`config.mk`:
```
export PLATFORM = sky130hd
export DESIGN_NAME = alu_seq_flat
export DESIGN_NICKNAME = d
export VERILOG_FILES = /design/src/rtl/alu_seq_if.sv /design/src/rtl/alu_seq.sv /design/src/flat_wrapper.sv
export SDC_FILE = /design/constraint.sdc
export NUM_CORES = 1
export LEC_CHECK = 0
export BUFFER_PORTS_ARGS = -buffer_cell sky130_fd_sc_hd__buf_2
export CAP_MARGIN = 20
export CORE_ASPECT_RATIO = 1.5
export CORE_UTILIZATION = 50
export DETAILED_ROUTE_END_ITERATION = 10
export GPL_TIMING_DRIVEN = 0
export MAX_ROUTING_LAYER = met4
export PLACE_DENSITY = 0.84
export SYNTH_ARGS = -nofsm -noshare
export SYNTH_HDL_FRONTEND = slang
export SYNTH_SLANG_ARGS = --single-unit
```
`constraint.sdc`:
```
create_clock -name clk -period 2.2 [get_ports clk]
set_clock_uncertainty 0.1 [all_clocks]
set_input_delay 0.11 -clock clk [delete_from_list [all_inputs] [get_ports clk]]
set_output_delay 0.11 -clock clk [all_outputs]
set_load 0.05 [all_outputs]
```
`src/rtl/alu_seq_if.sv`:
```
// Memory handshake bus between the ALU sequencer (master) and the memory (slave).
interface alu_seq_if;
  logic       mem_req;
  logic       mem_we;
  logic [7:0] mem_wdata;
  logic [7:0] mem_rdata;
  logic       mem_ack;

  modport master (output mem_req, mem_we, mem_wdata, input mem_rdata, mem_ack);
  modport slave  (input mem_req, mem_we, mem_wdata, output mem_rdata, mem_ack);
endinterface

```
`src/rtl/alu_seq.sv`:
```
// Sequencer for a 6502-style external ALU: operand fetch, one-cycle execute, flag/accumulator/memory writeback.
// Optional ALU_SEQ_DUMMY_WRITE_EN: memory read-modify-write first writes back the original operand.
module alu_seq #(
  parameter int TIMEOUT = 16
) (
  input  logic       clk,
  input  logic       rst_n,
  input  logic       start,
  input  logic [3:0] op,
  input  logic       use_mem,
  input  logic [7:0] imm,
  input  logic [7:0] acc,
  alu_seq_if.master  mem_bus,
  output logic [7:0] alu_a,
  output logic [7:0] alu_mem,
  output logic       subtract,
  output logic       target_bus,
  output logic       carry_in,
  output logic       sum_sel,
  output logic       and_sel,
  output logic       xor_sel,
  output logic       or_sel,
  output logic       asl_sel,
  output logic       lsr_sel,
  output logic       rol_sel,
  output logic       ror_sel,
  input  logic [7:0] alu_out,
  input  logic       alu_carry,
  input  logic       alu_overflow,
  input  logic       alu_zero,
  input  logic       alu_negative,
  output logic       acc_we,
  output logic [7:0] acc_wdata,
  output logic       flag_c,
  output logic       flag_z,
  output logic       flag_n,
  output logic       flag_v,
  output logic       busy,
  output logic       done,
  output logic       err
);

  localparam logic [3:0] OP_ADC = 4'd0;
  localparam logic [3:0] OP_SBC = 4'd1;
  localparam logic [3:0] OP_AND = 4'd2;
  localparam logic [3:0] OP_ORA = 4'd3;
  localparam logic [3:0] OP_EOR = 4'd4;
  localparam logic [3:0] OP_ASL = 4'd5;
  localparam logic [3:0] OP_LSR = 4'd6;
  localparam logic [3:0] OP_ROL = 4'd7;
  localparam logic [3:0] OP_ROR = 4'd8;
  localparam logic [3:0] OP_CMP = 4'd9;
  localparam logic [7:0] WAIT_LAST = 8'(TIMEOUT - 1);

  typedef enum logic [2:0] {
    IDLE,
    READ,
    EXEC,
`ifdef ALU_SEQ_DUMMY_WRITE_EN
    WRITE_PRE,
`endif
    WRITE,
    DONE
  } state_t;

  state_t     state;
  state_t     state_next;
  logic [3:0] op_q;
  logic       use_mem_q;
  logic [7:0] result_q;
  logic       err_q;
  logic [7:0] wait_cnt;
  logic       op_illegal;
  logic       shift_op;
  logic       rmw_op;
  logic       wait_expired;

  assign op_illegal   = (op > OP_CMP);
  assign shift_op     = (op_q inside {OP_ASL, OP_LSR, OP_ROL, OP_ROR});
  assign rmw_op       = shift_op && use_mem_q;
  assign wait_expired = (wait_cnt == WAIT_LAST);
  assign acc_wdata    = result_q;

  always_ff @(posedge clk) begin
    if (!rst_n) state <= IDLE;
    else        state <= state_next;
  end

  always_comb begin
    state_next = state;
    case (state)
      IDLE: begin
        if (start) begin
          if (op_illegal)   state_next = DONE;
          else if (use_mem) state_next = READ;
          else              state_next = EXEC;
        end
      end
      READ: begin
        if (mem_bus.mem_ack)   state_next = EXEC;
        else if (wait_expired) state_next = DONE;
      end
      EXEC: begin
        if (rmw_op) begin
`ifdef ALU_SEQ_DUMMY_WRITE_EN
          state_next = WRITE_PRE;
`else
          state_next = WRITE;
`endif
        end else begin
          state_next = DONE;
        end
      end
`ifdef ALU_SEQ_DUMMY_WRITE_EN
      WRITE_PRE: begin
        if (mem_bus.mem_ack)   state_next = WRITE;
        else if (wait_expired) state_next = DONE;
      end
`endif
      WRITE: begin
        if (mem_bus.mem_ack || wait_expired) state_next = DONE;
      end
      DONE:    state_next = IDLE;
      default: state_next = IDLE;
    endcase
  end

  // mem_req is high exactly in the handshake states, so it also gates the wait counter and timeout error.
  always_ff @(posedge clk) begin
    if (!rst_n) begin
      op_q      <= 4'd0;
      use_mem_q <= 1'b0;
      alu_a     <= 8'h00;
      alu_mem   <= 8'h00;
      result_q  <= 8'h00;
      err_q     <= 1'b0;
      wait_cnt  <= 8'd0;
      flag_c    <= 1'b0;
      flag_z    <= 1'b0;
      flag_n    <= 1'b0;
      flag_v    <= 1'b0;
    end else begin
      if (mem_bus.mem_req && !mem_bus.mem_ack && !wait_expired) wait_cnt <= wait_cnt + 8'd1;
      else                                                     wait_cnt <= 8'd0;

      case (state)
        IDLE: begin
          if (start) begin
            op_q      <= op;
            use_mem_q <= use_mem;
            alu_a     <= acc;
            alu_mem   <= imm;
            err_q     <= op_illegal;
          end
        end
        READ: begin
          if (mem_bus.mem_ack) alu_mem <= mem_bus.mem_rdata;
        end
        EXEC: begin
          result_q <= alu_out;
          case (op_q)
            OP_ADC, OP_SBC: begin
              flag_c <= alu_carry;
              flag_z <= alu_zero;
              flag_n <= alu_negative;
              flag_v <= alu_overflow;
            end
            OP_CMP, OP_ASL, OP_LSR, OP_ROL, OP_ROR: begin
              flag_c <= alu_carry;
              flag_z <= alu_zero;
              flag_n <= alu_negative;
            end
            OP_AND, OP_ORA, OP_EOR: begin
              flag_z <= alu_zero;
              flag_n <= alu_negative;
            end
            default: ;
          endcase
        end
        default: ;
      endcase

      if (mem_bus.mem_req && !mem_bus.mem_ack && wait_expired) err_q <= 1'b1;
    end
  end

  always_comb begin
    mem_bus.mem_req   = 1'b0;
    mem_bus.mem_we    = 1'b0;
    mem_bus.mem_wdata = 8'h00;
    subtract          = 1'b0;
    target_bus        = 1'b0;
    carry_in          = 1'b0;
    sum_sel           = 1'b0;
    and_sel           = 1'b0;
    xor_sel           = 1'b0;
    or_sel            = 1'b0;
    asl_sel           = 1'b0;
    lsr_sel           = 1'b0;
    rol_sel           = 1'b0;
    ror_sel           = 1'b0;
    acc_we            = 1'b0;
    busy              = (state != IDLE);
    done              = (state == DONE);
    err               = (state == DONE) && err_q;
    case (state)
      READ: mem_bus.mem_req = 1'b1;
      EXEC: begin
        target_bus = rmw_op;
        case (op_q)
          OP_ADC: begin sum_sel = 1'b1; carry_in = flag_c; end
          OP_SBC: begin sum_sel = 1'b1; subtract = 1'b1; carry_in = flag_c; end
          OP_CMP: begin sum_sel = 1'b1; subtract = 1'b1; carry_in = 1'b1; end
          OP_AND: and_sel = 1'b1;
          OP_ORA: or_sel  = 1'b1;
          OP_EOR: xor_sel = 1'b1;
          OP_ASL: asl_sel = 1'b1;
          OP_LSR: lsr_sel = 1'b1;
          OP_ROL: begin rol_sel = 1'b1; carry_in = flag_c; end
          OP_ROR: begin ror_sel = 1'b1; carry_in = flag_c; end
          default: ;
        endcase
      end
`ifdef ALU_SEQ_DUMMY_WRITE_EN
      WRITE_PRE: begin
        mem_bus.mem_req   = 1'b1;
        mem_bus.mem_we    = 1'b1;
        mem_bus.mem_wdata = alu_mem;
      end
`endif
      WRITE: begin
        mem_bus.mem_req   = 1'b1;
        mem_bus.mem_we    = 1'b1;
        mem_bus.mem_wdata = result_q;
      end
      DONE: acc_we = !err_q && (op_q != OP_CMP) && !rmw_op;
      default: ;
    endcase
  end

endmodule
```
`src/flat_wrapper.sv`:
```
// flat-port wrapper written by rule: the top's interface ports become plain ports
module alu_seq_flat 
#(
  parameter int TIMEOUT = 16
)
  (clk, rst_n, start, op, use_mem, imm, acc, alu_a, alu_mem, subtract, target_bus, carry_in, sum_sel, and_sel, xor_sel, or_sel, asl_sel, lsr_sel, rol_sel, ror_sel, alu_out, alu_carry, alu_overflow, alu_zero, alu_negative, acc_we, acc_wdata, flag_c, flag_z, flag_n, flag_v, busy, done, err, mem_bus_mem_req, mem_bus_mem_we, mem_bus_mem_wdata, mem_bus_mem_rdata, mem_bus_mem_ack);
  alu_seq_if mem_bus_i ();
  input  logic clk;
  input  logic rst_n;
  input  logic start;
  input  logic [3:0] op;
  input  logic use_mem;
  input  logic [7:0] imm;
  input  logic [7:0] acc;
  output logic [7:0] alu_a;
  output logic [7:0] alu_mem;
  output logic subtract;
  output logic target_bus;
  output logic carry_in;
  output logic sum_sel;
  output logic and_sel;
  output logic xor_sel;
  output logic or_sel;
  output logic asl_sel;
  output logic lsr_sel;
  output logic rol_sel;
  output logic ror_sel;
  input  logic [7:0] alu_out;
  input  logic alu_carry;
  input  logic alu_overflow;
  input  logic alu_zero;
  input  logic alu_negative;
  output logic acc_we;
  output logic [7:0] acc_wdata;
  output logic flag_c;
  output logic flag_z;
  output logic flag_n;
  output logic flag_v;
  output logic busy;
  output logic done;
  output logic err;
  output wire logic [$bits(mem_bus_i.mem_req)-1:0] mem_bus_mem_req;
  output wire logic [$bits(mem_bus_i.mem_we)-1:0] mem_bus_mem_we;
  output wire logic [$bits(mem_bus_i.mem_wdata)-1:0] mem_bus_mem_wdata;
  input wire logic [$bits(mem_bus_i.mem_rdata)-1:0] mem_bus_mem_rdata;
  input wire logic [$bits(mem_bus_i.mem_ack)-1:0] mem_bus_mem_ack;
  assign mem_bus_mem_req = mem_bus_i.mem_req;
  assign mem_bus_mem_we = mem_bus_i.mem_we;
  assign mem_bus_mem_wdata = mem_bus_i.mem_wdata;
  assign mem_bus_i.mem_rdata = mem_bus_mem_rdata;
  assign mem_bus_i.mem_ack = mem_bus_mem_ack;
  alu_seq #(.TIMEOUT(TIMEOUT)) u_core (.clk(clk), .rst_n(rst_n), .start(start), .op(op), .use_mem(use_mem), .imm(imm), .acc(acc), .mem_bus(mem_bus_i), .alu_a(alu_a), .alu_mem(alu_mem), .subtract(subtract), .target_bus(target_bus), .carry_in(carry_in), .sum_sel(sum_sel), .and_sel(and_sel), .xor_sel(xor_sel), .or_sel(or_sel), .asl_sel(asl_sel), .lsr_sel(lsr_sel), .rol_sel(rol_sel), .ror_sel(ror_sel), .alu_out(alu_out), .alu_carry(alu_carry), .alu_overflow(alu_overflow), .alu_zero(alu_zero), .alu_negative(alu_negative), .acc_we(acc_we), .acc_wdata(acc_wdata), .flag_c(flag_c), .flag_z(flag_z), .flag_n(flag_n), .flag_v(flag_v), .busy(busy), .done(done), .err(err));
endmodule
```
== Yosys cells after proc, flatten, opt, wreduce, memory -nomap -nowiden ==
Cells that the tools add are included.

* Word-level logic and storage cells: 106
* Output and inout port bits: 53
* Register bits: 45

* Reductions and logical operators: 34
* Magnitude comparators: 1
* Add/subtract/negate cells: 1
* Eq/ne operators: 19
* Mux-type cells: 39

{| class="wikitable"
|+ Operators with widths
! operator !! count
|-
| $mux 1 || 26
|-
| $mux 8 || 3
|-
| $mux 3 || 6
|-
| $eq 4x3->1 const B || 4
|-
| $pmux 8 s2 || 1
|-
| $pmux 3 s4 || 1
|-
| $reduce_and 2->1 || 6
|-
| $reduce_or 10->1 || 1
|-
| $add 8x1->8 const B || 1
|-
| $eq 4x2->1 const B || 2
|-
| $eq 4x4->1 const B || 2
|-
| $eq 8x4->1 const B || 1
|-
| $logic_and 1x1->1 || 7
|-
| $reduce_or 7->1 || 1
|-
| $eq 3x2->1 const B || 2
|-
| $reduce_and 3->1 || 2
|-
| $reduce_bool 2->1 || 3
|-
| $reduce_or 2->1 || 3
|-
| $eq 4x1->1 const B || 1
|-
| $gt 4x4->1 const B || 1
|-
| $logic_not 1->1 || 4
|-
| $logic_not 4->1 || 1
|-
| $ne 2x2->1 const B || 2
|-
| $ne 4x4->1 const B || 1
|-
| other kinds (12) || 12
|}

== Logic depth before layout (Yosys ltp) ==
* Word-level depth: 7
* Gate-level depth with buffers: 6

== Least setup slack after synthesis ==
OpenSTA, ideal clock, no wires.

* Path kind: reg-to-output
* Start point: reg u_core.state[0]
* End point: out and_sel
* Arrival: 2524 ps
* Required time: 1990 ps
* Stages on the path, launching flop included: 5
* Setup slack: -534 ps
* Cell sequence: dfxtp_1 -> or3b_2 -> buf_2 -> buf_6 -> nor4_1

* Word-level cells in the longest chain between the ends: 2

{| class="wikitable"
|+ RTL lines
! what !! line !! text
|-
| from (decl) || alu_seq.sv:66 || <nowiki>state_t state;</nowiki>
|-
| from (signal assigned) || alu_seq.sv:86 || <nowiki>else state <= state_next;</nowiki>
|-
| $eq 3x2->1 || alu_seq.sv:206 || <nowiki>case (state)</nowiki>
|-
| $mux 1 || alu_seq.sv:206 ||
|-
| to (decl) || flat_wrapper.sv:21 || <nowiki>output logic and_sel;</nowiki>
|}

No other way between the ends.

== Worst setup path after layout ==
Ends and elaborated chain as after synthesis.

==> metrics.md <==
| Metric | Value |
|---|---|
| RSZ-0062 raised after global routing | false |
| Total power | 2.03 mW |
| HPWL after detailed placement | 3920 um |
| Synth top cells by count | nand2_1 (52), dfxtp_1 (45), a21oi_1 (28), nor2_1 (27), and3_1 (16) |
| Min cycle time layout | 2.10 ns |
| Setup TNS | 0 ns |
| Synth top area share | 0.418 |
| IO buf count | 97 |
| Worst setup SP type | register |
| Avg Inst Size Synth | 8.16 um^2 |
| Sequential area share after synthesis | 0.418 |
| Post-synth top flop | dfxtp_1 |
| Seq cells post-synth | 45 |
| Maximum fanout along the worst path | 10 |
| Final Util | 0.770 |
| Max cap viols | 0 |
| Core region area | 4030 um^2 |
| Delay of the slowest critical-path stage | 0.43 ns |
| Largest net degree at the start of global routing | 14 |
| Fillers | 303 |
| WP buf/inv | 3 |
| Drt pass-1 iters | 4 |
| Async SR Flop Fraction | 0 |
| Routed Antenna Nets | 0 |
| Final WS setup | 0.0987 ns |
| DRT Wirelength | 5830 um |
| Post_cts resized | 0 |
| Fin area | 3100 um^2 |
| Clock Sinks | 45 |
| Slew @ Worst Pin | 0.551 ns |
| Final hold vios | 0 |
| CTS tree | built |
| Die ar. | 4580 um^2 |
| Share of layout cells above drive strength 1 | 0.332 |
| Total global-route track usage | 0.262 |
| Number of I/O pins | 98 |
| Slew Limit Headroom | 0.633 |
| Top Family by Delay on Critical Path | simple AND/OR/NAND/NOR gates |
| Max-slew violations | 0 |
| Wire length per cell | 13.2 um |
| Fin nets | 443 |
| Worst path slowest cell | or3b_2 |
| Leakage | 1.46 nW |
| WS Path Type | reg2out |
| Die Y | 82.4 um |
| Pwr per Cell Area | 653 nW/um^2 |
| Row count | 28 |
| Num CTS Buffers | 5 |
| Detailed-route DRC error count | 0 |
| Remaining global-route overflow | 0 |
| 1st-iter DRT viols | 87 |
| Nature of the critical path endpoint | primary output |
| Post-Place Cell Area | 2720 um^2 |
| GP Congestion | 0.897 |
| Final period utilization | 0.955 |
| Worst hold-check path type | in2reg |
| Syn Inst Count | 264 |
| Yosys Warn Count | 0 |
| Post-synth EDFFs | 0 |
| CP Cell Sequence | or3b_2 > buf_2 > buf_6 > nor4_2 > buf_2 |
| Total number of vias | 2342 |
| Status | finished clean |
| Die width | 55.6 um |
| Leading area contributor after synthesis | dfxtp_1 |
| Most used cell, CP | buf_2 |
| Synthesized Nets | 310 |
| Worst slack, placed | 0.303 ns |
| Number of H-tree levels | 2 |
| First-pass GRT wire length | 9170 um |
| Most frequent cell after synthesis | nand2_1 |
| Initial Utilization | 0.535 |
| Area of the mapped netlist | 2150 um^2 |
| Fmax | 0.476 GHz |
| Deepest clock path buffer count | 2 |
| CTS clk-pin slew, worst paths | 0.08 ns |
| Critical path required time | 1.99 ns |
| # setup viols final | 0 |
| Synth unique cells | 43 |
| Number of global-route vias before repair | 2214 |
| Area grow syn2layout | 43.9% |
| Worst Path Arrival | 1.89 ns |
| Vias/cell | 5.29 |
| Root buffer cell | clkbuf_8 |
| Initial antenna violation count | 0 |
| Clock latency at the later pin of the worst-skew pair | 0.30 ns |
| Diodes inserted | 0 |
| Synth top area cells | dfxtp_1 (42%), nand2_1 (9.1%), a21oi_1 (6.5%) |
| Peak VDD IR | 0.578 mV |
[power by group]
part           internal, mW  switching [mW]  total (mW)
combinational         0.193           0.382       0.575
clock                 0.284           0.271       0.555
sequential            0.866          0.0298       0.896
[per-stage QoR]
| step | std cells | hold WS [ns] |
|---|---|---|
| after floorplan | 264 | 0.146 |
| after global placement | 406 | 0.250 |
| after detailed placement | 406 | 0.256 |
| after CTS | 443 | 0.0441 |
| after global routing | 443 | 0.0538 |
| final | 443 | 0.0480 |
[worst min-delay path: cells and delay by family]
kind | cells | cell delay, ns
compound gates | 1 | 0.08
mux | 1 | 0.11
buf+inv | 1 | 0.09
[sequential cells by signal, summed over array words and instances (netlist names)]
register          flops
u_core.acc_wdata      8
u_core.alu_a          8
u_core.alu_mem        8
u_core.err_q          1
u_core.flag_c         1
u_core.flag_n         1
u_core.flag_v         1
u_core.flag_z         1
u_core.op_q           4
u_core.state          3
u_core.use_mem_q      1
u_core.wait_cnt       8
[metal layers]
layer / part of all wire / GRT usage / up-vias / wire length, um
met2: 0.55 / 0.500 / 72 / 3190
met4: 0.022 / 0.113 / 0 / 128
met1: 0.39 / 0.259 / 1082 / 2250
met3: 0.045 / 0.0514 / 11 / 265
met5: 0 / - / - / 0
li1: - / - / 1177 / -
[cell families (layout without fill, tap and decap cells)]
family          after synthesis  after routing  share of synthesized area
compound gates               53             53                      0.150
xor+xnor                      6              6                     0.0244
fa+ha+maj                     1              1                    0.00581
buf+inv                      24            158                     0.0534
flops                        45             45                      0.418
mux                          10             10                     0.0465
simple gates                125            125                      0.301
[cells in the final DEF (no fill, tap or decap), drive strengths merged]
| master | synthesis | routed |
|---|---|---|
| buf | 10 | 110 |
| nand2 | 52 | 52 |
| dfxtp | 45 | 45 |
| a21oi | 29 | 29 |
| nor2 | 28 | 28 |
| dlygate4sd3 | 0 | 26 |
| and3 | 16 | 16 |
| clkbuf | 7 | 14 |
| mux2i | 10 | 10 |
| a211oi | 9 | 9 |
| nor3 | 9 | 9 |
| nand3 | 7 | 7 |
| inv | 6 | 6 |
| o21ai | 6 | 6 |
| xnor2 | 4 | 4 |
| nor4 | 4 | 4 |
| a31oi | 2 | 2 |
| xor2 | 2 | 2 |
| nand2b | 2 | 2 |
| clkinv | 1 | 2 |
| nor3b | 1 | 1 |
| or4b | 1 | 1 |
| and2 | 1 | 1 |
| o211ai | 1 | 1 |
| or3b | 1 | 1 |
| nand3b | 1 | 1 |
| nor4b | 1 | 1 |
| o22ai | 1 | 1 |
| a21bo | 1 | 1 |
| or3 | 1 | 1 |
| a32o | 1 | 1 |
| a31o | 1 | 1 |
| o2bb2ai | 1 | 1 |
| o311a | 1 | 1 |
| ha | 1 | 1 |
[what timing repair did]
item / in CTS / in global routing
setup buffers: 3 / 0
hold buffers: 26 / 0
hold endpoints to repair: 26 / 0
setup endpoints to repair: 1 / 0
[cell type report]
type | count | area [um^2] | area share
timing repair buffer | 126 | 768 | 0.248
multi-input combinational | 195 | 1160 | 0.374
clock inverter | 1 | 5.00 | 0.00161
buffer | 17 | 88.8 | 0.0287
clock buffer | 7 | 96.3 | 0.0311
tap | 45 | 56.3 | 0.0182
inverter | 7 | 26.3 | 0.00847
sequential | 45 | 901 | 0.291
[worst paths after layout]
path | startpoint | endpoint | slack, ns | cells past startpoint
max | u_core.state[0] | and_sel | 0.1 | 5
min | imm[5] | u_core.alu_mem[5] | 0.05 | 3
max reg2reg | u_core.wait_cnt[0] | u_core.state[1] | 0.34 | 5
min reg2reg | u_core.wait_cnt[0] | u_core.wait_cnt[0] | 0.34 | 1
Note: power is estimated with default switching activity, not from simulation.
